### config.mk
export PLATFORM = sky130hd
export DESIGN_NAME = rng_health_monitor
export DESIGN_NICKNAME = d
export VERILOG_FILES = /design/src/rtl/rng_health_monitor.sv
export SDC_FILE = /design/constraint.sdc
export NUM_CORES = 1
export LEC_CHECK = 0
export CAP_MARGIN = 30
export CORE_AREA = 3 3 116 118
export CTS_CLUSTER_SIZE = 14
export DETAILED_ROUTE_END_ITERATION = 8
export DIE_AREA = 0 0 119 121
export GPL_ROUTABILITY_DRIVEN = 0
export PLACE_DENSITY = 0.77
export SLEW_MARGIN = 20
export SYNTH_ARGS = -nofsm -noshare
export SYNTH_HDL_FRONTEND = slang
export SYNTH_SLANG_ARGS = --single-unit
### constraint.sdc
create_clock -name clk -period 4.7 [get_ports clk]
set_clock_uncertainty 0.15 [all_clocks]
set_input_delay 0.94 -clock clk [delete_from_list [all_inputs] [get_ports clk]]
set_output_delay 0.94 -clock clk [all_outputs]
set_load 0.03 [all_outputs]
### src/rtl/rng_health_monitor.sv
`default_nettype none
// ============================================================================
// rng_health_monitor -- repetition/proportion health tests on RNG samples,
//   gating healthy samples into a first-word-fall-through output FIFO.
//   Proportion test is built only when RNG_HEALTH_APT_EN is defined.
// Revision: 1.0
// ============================================================================
module rng_health_monitor #(
  parameter int DW         = 16,
  parameter int RCT_CUTOFF = 4,
  parameter int APT_WINDOW = 64,
  parameter int APT_CUTOFF = 8,
  parameter int WARMUP_N   = 4,
  parameter int DEPTH      = 8
) (
  input  logic          clk,
  input  logic          rst,
  input  logic [DW-1:0] in_data,
  input  logic          in_valid,
  input  logic          clear_alarm,
  output logic [DW-1:0] out_data,
  output logic          out_valid,
  input  logic          out_ready,
  output logic          alarm_rct,
  output logic          alarm_apt,
  output logic [7:0]    drop_cnt,
  output logic [1:0]    state
);

  localparam int AW = (DEPTH > 1) ? $clog2(DEPTH) : 1;
  localparam int CW = $clog2(DEPTH + 1);
  localparam int WW = $clog2(WARMUP_N + 1);
  localparam int RW = $clog2(RCT_CUTOFF + 1);

  typedef enum logic [1:0] {
    WARMUP = 2'd0,
    RUN    = 2'd1,
    FAULT  = 2'd2
  } state_t;

  state_t cur_state, nxt_state;

  logic          load_ref, run_step, clr_cnt, push_req, warm_inc;
  logic          rct_fail, apt_fail, flush;
  logic [WW-1:0] warm_cnt;
  logic [DW-1:0] rct_ref;
  logic [RW-1:0] rct_cnt, rct_nxt;

  logic [DW-1:0] mem [DEPTH];
  logic [AW-1:0] rd_ptr, wr_ptr;
  logic [CW-1:0] count;
  logic          full, push, pop, drop;

  always_ff @(posedge clk) begin
    if (rst) cur_state <= WARMUP;
    else     cur_state <= nxt_state;
  end

  always_comb begin
    nxt_state = cur_state;
    load_ref  = 1'b0;
    run_step  = 1'b0;
    clr_cnt   = 1'b0;
    push_req  = 1'b0;
    warm_inc  = 1'b0;
    case (cur_state)
      WARMUP: begin
        if (in_valid) begin
          if (warm_cnt == WW'(WARMUP_N - 1)) begin
            load_ref  = 1'b1;
            nxt_state = RUN;
          end else begin
            warm_inc = 1'b1;
          end
        end
      end
      RUN: begin
        if (in_valid) begin
          run_step = 1'b1;
          if (rct_fail || apt_fail) nxt_state = FAULT;
          else                      push_req  = 1'b1;
        end
      end
      FAULT: begin
        if (clear_alarm) begin
          clr_cnt   = 1'b1;
          nxt_state = WARMUP;
        end
      end
      default: nxt_state = WARMUP;
    endcase
  end

  assign state = cur_state;
  assign flush = (cur_state == FAULT);

  always_ff @(posedge clk) begin
    if (rst || clr_cnt || load_ref) warm_cnt <= '0;
    else if (warm_inc)              warm_cnt <= warm_cnt + WW'(1);
  end

  // Repetition count test against the previous accepted sample.
  assign rct_nxt  = (in_data == rct_ref) ? rct_cnt + RW'(1) : RW'(1);
  assign rct_fail = (rct_nxt == RW'(RCT_CUTOFF));

  always_ff @(posedge clk) begin
    if (rst || clr_cnt) begin
      rct_ref <= '0;
      rct_cnt <= '0;
    end else if (load_ref || run_step) begin
      rct_ref <= in_data;
      rct_cnt <= load_ref ? RW'(1) : rct_nxt;
    end
  end

  always_ff @(posedge clk) begin
    if (rst || clr_cnt)            alarm_rct <= 1'b0;
    else if (run_step && rct_fail) alarm_rct <= 1'b1;
  end

`ifdef RNG_HEALTH_APT_EN
  localparam int PW = (APT_WINDOW > 1) ? $clog2(APT_WINDOW) : 1;
  localparam int NW = $clog2(APT_CUTOFF + 1);

  logic [DW-1:0] apt_ref;
  logic [PW-1:0] win_pos;
  logic [NW-1:0] apt_cnt, apt_nxt;
  logic          alarm_apt_r;

  // win_pos == 0 marks the first sample of a fresh window (the new reference).
  always_comb begin
    apt_nxt = apt_cnt;
    if (win_pos == '0)           apt_nxt = NW'(1);
    else if (in_data == apt_ref) apt_nxt = apt_cnt + NW'(1);
  end

  assign apt_fail = (apt_nxt == NW'(APT_CUTOFF));

  always_ff @(posedge clk) begin
    if (rst || clr_cnt) begin
      apt_ref <= '0;
      win_pos <= '0;
      apt_cnt <= '0;
    end else if (load_ref) begin
      apt_ref <= in_data;
      apt_cnt <= NW'(1);
      win_pos <= PW'(1);
    end else if (run_step) begin
      if (win_pos == '0) apt_ref <= in_data;
      apt_cnt <= apt_nxt;
      win_pos <= win_pos + PW'(1);
    end
  end

  always_ff @(posedge clk) begin
    if (rst || clr_cnt)            alarm_apt_r <= 1'b0;
    else if (run_step && apt_fail) alarm_apt_r <= 1'b1;
  end

  assign alarm_apt = alarm_apt_r;
`else
  assign apt_fail  = 1'b0;
  assign alarm_apt = 1'b0;
`endif

  // Output FIFO: a pop frees the slot for a simultaneous push when full.
  assign full      = (count == CW'(DEPTH));
  assign out_valid = (count != '0);
  assign out_data  = out_valid ? mem[rd_ptr] : '0;
  assign pop       = out_valid && out_ready;
  assign push      = push_req && (!full || pop);
  assign drop      = push_req && full && !pop;

  always_ff @(posedge clk) begin
    if (rst || flush) begin
      rd_ptr <= '0;
      wr_ptr <= '0;
      count  <= '0;
    end else begin
      if (push) wr_ptr <= wr_ptr + AW'(1);
      if (pop)  rd_ptr <= rd_ptr + AW'(1);
      count <= count + CW'(push) - CW'(pop);
    end
  end

  always_ff @(posedge clk) begin
    if (push) mem[wr_ptr] <= in_data;
  end

  always_ff @(posedge clk) begin
    if (rst || clr_cnt)                drop_cnt <= '0;
    else if (drop && drop_cnt != 8'hFF) drop_cnt <= drop_cnt + 8'd1;
  end

endmodule
`default_nettype wire

==> summary.txt <==
Final HPWL DP: 8.94 mm
Initial cell density of the core: 0.569
Vias in the first global route: 4185
Worst reg2reg endpoint: count[2]
Achievable clock frequency: 252 MHz
Largest fanout on the critical path: 17
Tot Pwr: 4.19 mW
DR WL/cell: 19.3 µm
Layout net count: 579
Drt drc: 0
Met3 layer wire length in the routed design: 585 µm
CP max-delay cell: dfxtp_2
Fraction of the cycle the final worst path needs: 0.843
Final setup violating endpoints: 0
Number of optimization iterations in the first detailed-route pass: 5
Maximum clock insertion buffer count: 2
Top area cells in the synthesized netlist: edfxtp_1, dfxtp_1, mux4_2
Antenna violation net count after detailed routing: 0
Most area-hungry cell type in the Yosys netlist: edfxtp_1
Number of distinct standard cells referenced by the synthesized netlist: 45
Share of synthesized area occupied by flip-flops and latches: 0.666
Run status: complete, no violations
PD cells: 495 nW/µm²
Avg Cell Area, Syn: 14.8 µm²
Path type of the worst setup path: reg -> out
Setup tns final: 0 ns
Die width: 119 µm
Slack of the worst reg-to-reg path: 1.68 ns
Post-synthesis net count: 516
Prevailing post-synth register cell: edfxtp_1
Height of the die: 121 µm
Growth of design area from synthesis to finish: 18.5%
First-pass GRT wire length: 22.7 mm
Clock tree from TritonCTS: done
Startpoint of the worst register-to-register path: count[1]
RSZ-0062 raised after global routing: false
Final core utilization: 0.674
Critical path depth: 5
Share of cells above drive strength 1: 0.179
Total via count in the routed design: 4149
Dpl cell area: 7900 µm²
Worst Path Buf+Inv: 2
Count of state elements after synthesis: 174
Worst-path clk slew: 0.06 ns
Number of antenna violations at the first check in global routing: 0
Level count of the clock H-tree: 4
Total global-route track usage: 0.209
Required time at the worst-slack endpoint: 3.61 ns
Endpoint of the most critical setup path: out_data[9]
Top cell type's share of synthesized area: 0.537
Antenna diode count: 0
CP delay by family, top: buffers and inverters
Number of hold buffers added after CTS: 0
Later-pin clock latency in the skew report: 0.42 ns
Path class of the lowest-slack min-delay path: reg -> reg
Floorplan Core Area: 12600 µm²
Crit path cell chain: buf_4 -> mux4_2 -> mux2i_1 -> nor2_1 -> clkdlybuf4s50_1
IR drop worst, VDD: 0.244 mV
Highest metal layer with signal wires: met4
Slew HR: 0.442
Number of instances in the synthesized netlist: 483
Critical path launch point type: register
Yosys synthesis warning count: 0
Buffer type at the clock tree root: clkbuf_16
Slew at the pin closest to its max-slew limit: 0.837 ns
DR iter-0 viols: 364
Hold Vio Cnt, Final: 0
Post-layout minimum cycle time: 3.96 ns
Number of buffers created by CTS: 17
Delay of the slowest cell on the worst path: 0.72 ns
Met2 wire length: 7.42 mm
Worst r2r path cells: 10
Arrival time at the worst endpoint: 2.87 ns
Wire length reported by the detailed router: 14.1 mm
Number of maximum-capacitance constraint violations: 0
Final design instance area without fill: 8470 µm²
Num ports: 50
Remaining Overflow, GRT: 0
Capturing element type of the critical path: output port
Max-slew violations: 0
Setup bufs post-CTS: 0
Mapped Area: 7150 µm²
Count of port buffers added during placement: 48
Number of enable flip-flop cells after synthesis: 128
Fraction of registers with async set/reset: 0
Row count: 41
Cts repair resizes: 0
Met1 wire length: 5.95 mm
Total clock sinks: 174
Maximum number of pins on one net before global-route repair: 33
Leakage Power: 2.83 nW
Die area: 14400 µm²
Via density per instance: 5.68
-- logic make-up after synthesis --
group / share of synthesized area
buffers and inverters: 0.0187
muxes: 0.132
AOI/OAI and AO/OA: 0.0441
adders and majority gates: 0.0220
and+or+nand+nor: 0.0924
xor gates and xnor gates: 0.0245
DFF: 0.666
other: 0.000524
-- state kept, by name, indices dropped and copies added, names as in the netlist, named ones only --
| register | count |
|---|---|
| alarm_rct | 1 |
| count | 4 |
| drop_cnt | 8 |
| mem | 128 |
| rct_cnt | 3 |
| rct_ref | 16 |
| rd_ptr | 3 |
| state | 2 |
| warm_cnt | 3 |
| wr_ptr | 3 |
-- power breakdown --
group	total, mW	switching [mW]	leakage, nW	internal, mW
Clock	1.32	0.537	0.280	0.781
Combinational	1.11	0.601	1.03	0.509
Sequential	1.76	0.0691	1.52	1.70
-- cells in the mapped netlist, drive strengths merged (2+ instances only) --
| cell type | number |
|---|---|
| and2 | 2 |
| nor2b | 4 |
| a21o | 2 |
| a31oi | 2 |
| o211ai | 4 |
| nor2 | 47 |
| clkbuf | 9 |
| inv | 8 |
| nand2 | 48 |
| nor4 | 7 |
| nor3 | 5 |
| nand3b | 2 |
| mux4 | 32 |
| buf | 12 |
| mux2i | 22 |
| nand2b | 6 |
| or3 | 5 |
| ha | 11 |
| edfxtp | 128 |
| dfxtp | 46 |
| nand4 | 3 |
| o21ai | 10 |
| or4 | 2 |
| or2 | 2 |
| a21oi | 29 |
| nand3 | 8 |
| xor2 | 19 |
| and3 | 2 |
-- layer usage --
metal  up-vias  track usage
met5         -            0
met4         0       0.0717
met3        14       0.0466
met2       102        0.351
met1      2097        0.273
li1       1936            -
-- how the worst min path moves through the flow --
stage                           from         end  slack (ns)  cells after the start
final                     rct_ref[4]  rct_ref[4]        0.32                      2
after global routing      rct_ref[3]  rct_ref[3]        0.35                      2
after CTS                 rct_ref[7]  rct_ref[7]        0.32                      2
after detailed placement  rct_ref[7]  rct_ref[7]        0.31                      2
after global placement    rct_cnt[2]  rct_cnt[2]        0.30                      2
after floorplan           rct_cnt[2]  rct_cnt[2]        0.29                      2
-- tightest hold or removal path, stage by stage (launching register included) --
cell	delay [ns]
dfxtp_1	0.32
nand2_1	0.05
a21oi_1	0.05
-- placed cells by master (no fill, tap or decap), drive strengths merged, types with 6 or more instances in the layout --
| master | n |
|---|---|
| edfxtp | 128 |
| clkdlybuf4s50 | 48 |
| nand2 | 48 |
| nor2 | 47 |
| dfxtp | 46 |
| mux4 | 32 |
| a21oi | 29 |
| mux2i | 22 |
| clkbuf | 22 |
| xor2 | 19 |
| buf | 17 |
| ha | 11 |
| o21ai | 10 |
| inv | 9 |
| nand3 | 8 |
| nor4 | 7 |
| nand2b | 6 |
| clkinv | 6 |
-- stage by stage --
step	hold slack (ns)	instances	setup WS, ns
after floorplan	0.291	483	0.958
after global placement	0.297	699	0.613
after detailed placement	0.312	699	0.574
after CTS	0.321	731	0.639
after global routing	0.346	731	0.569
final	0.319	731	0.736
-- final cells by class --
cell class	instances	area, µm²
Inverter	8	30.0
Tap cell	172	215
Fill cell	876	4100
Clock buffer	22	484
Clock inverter	10	86.3
Multi-Input combinational cell	280	2280
Sequential cell	174	4770
Timing Repair Buffer	65	608
Note: power is estimated with default switching activity, not from simulation.
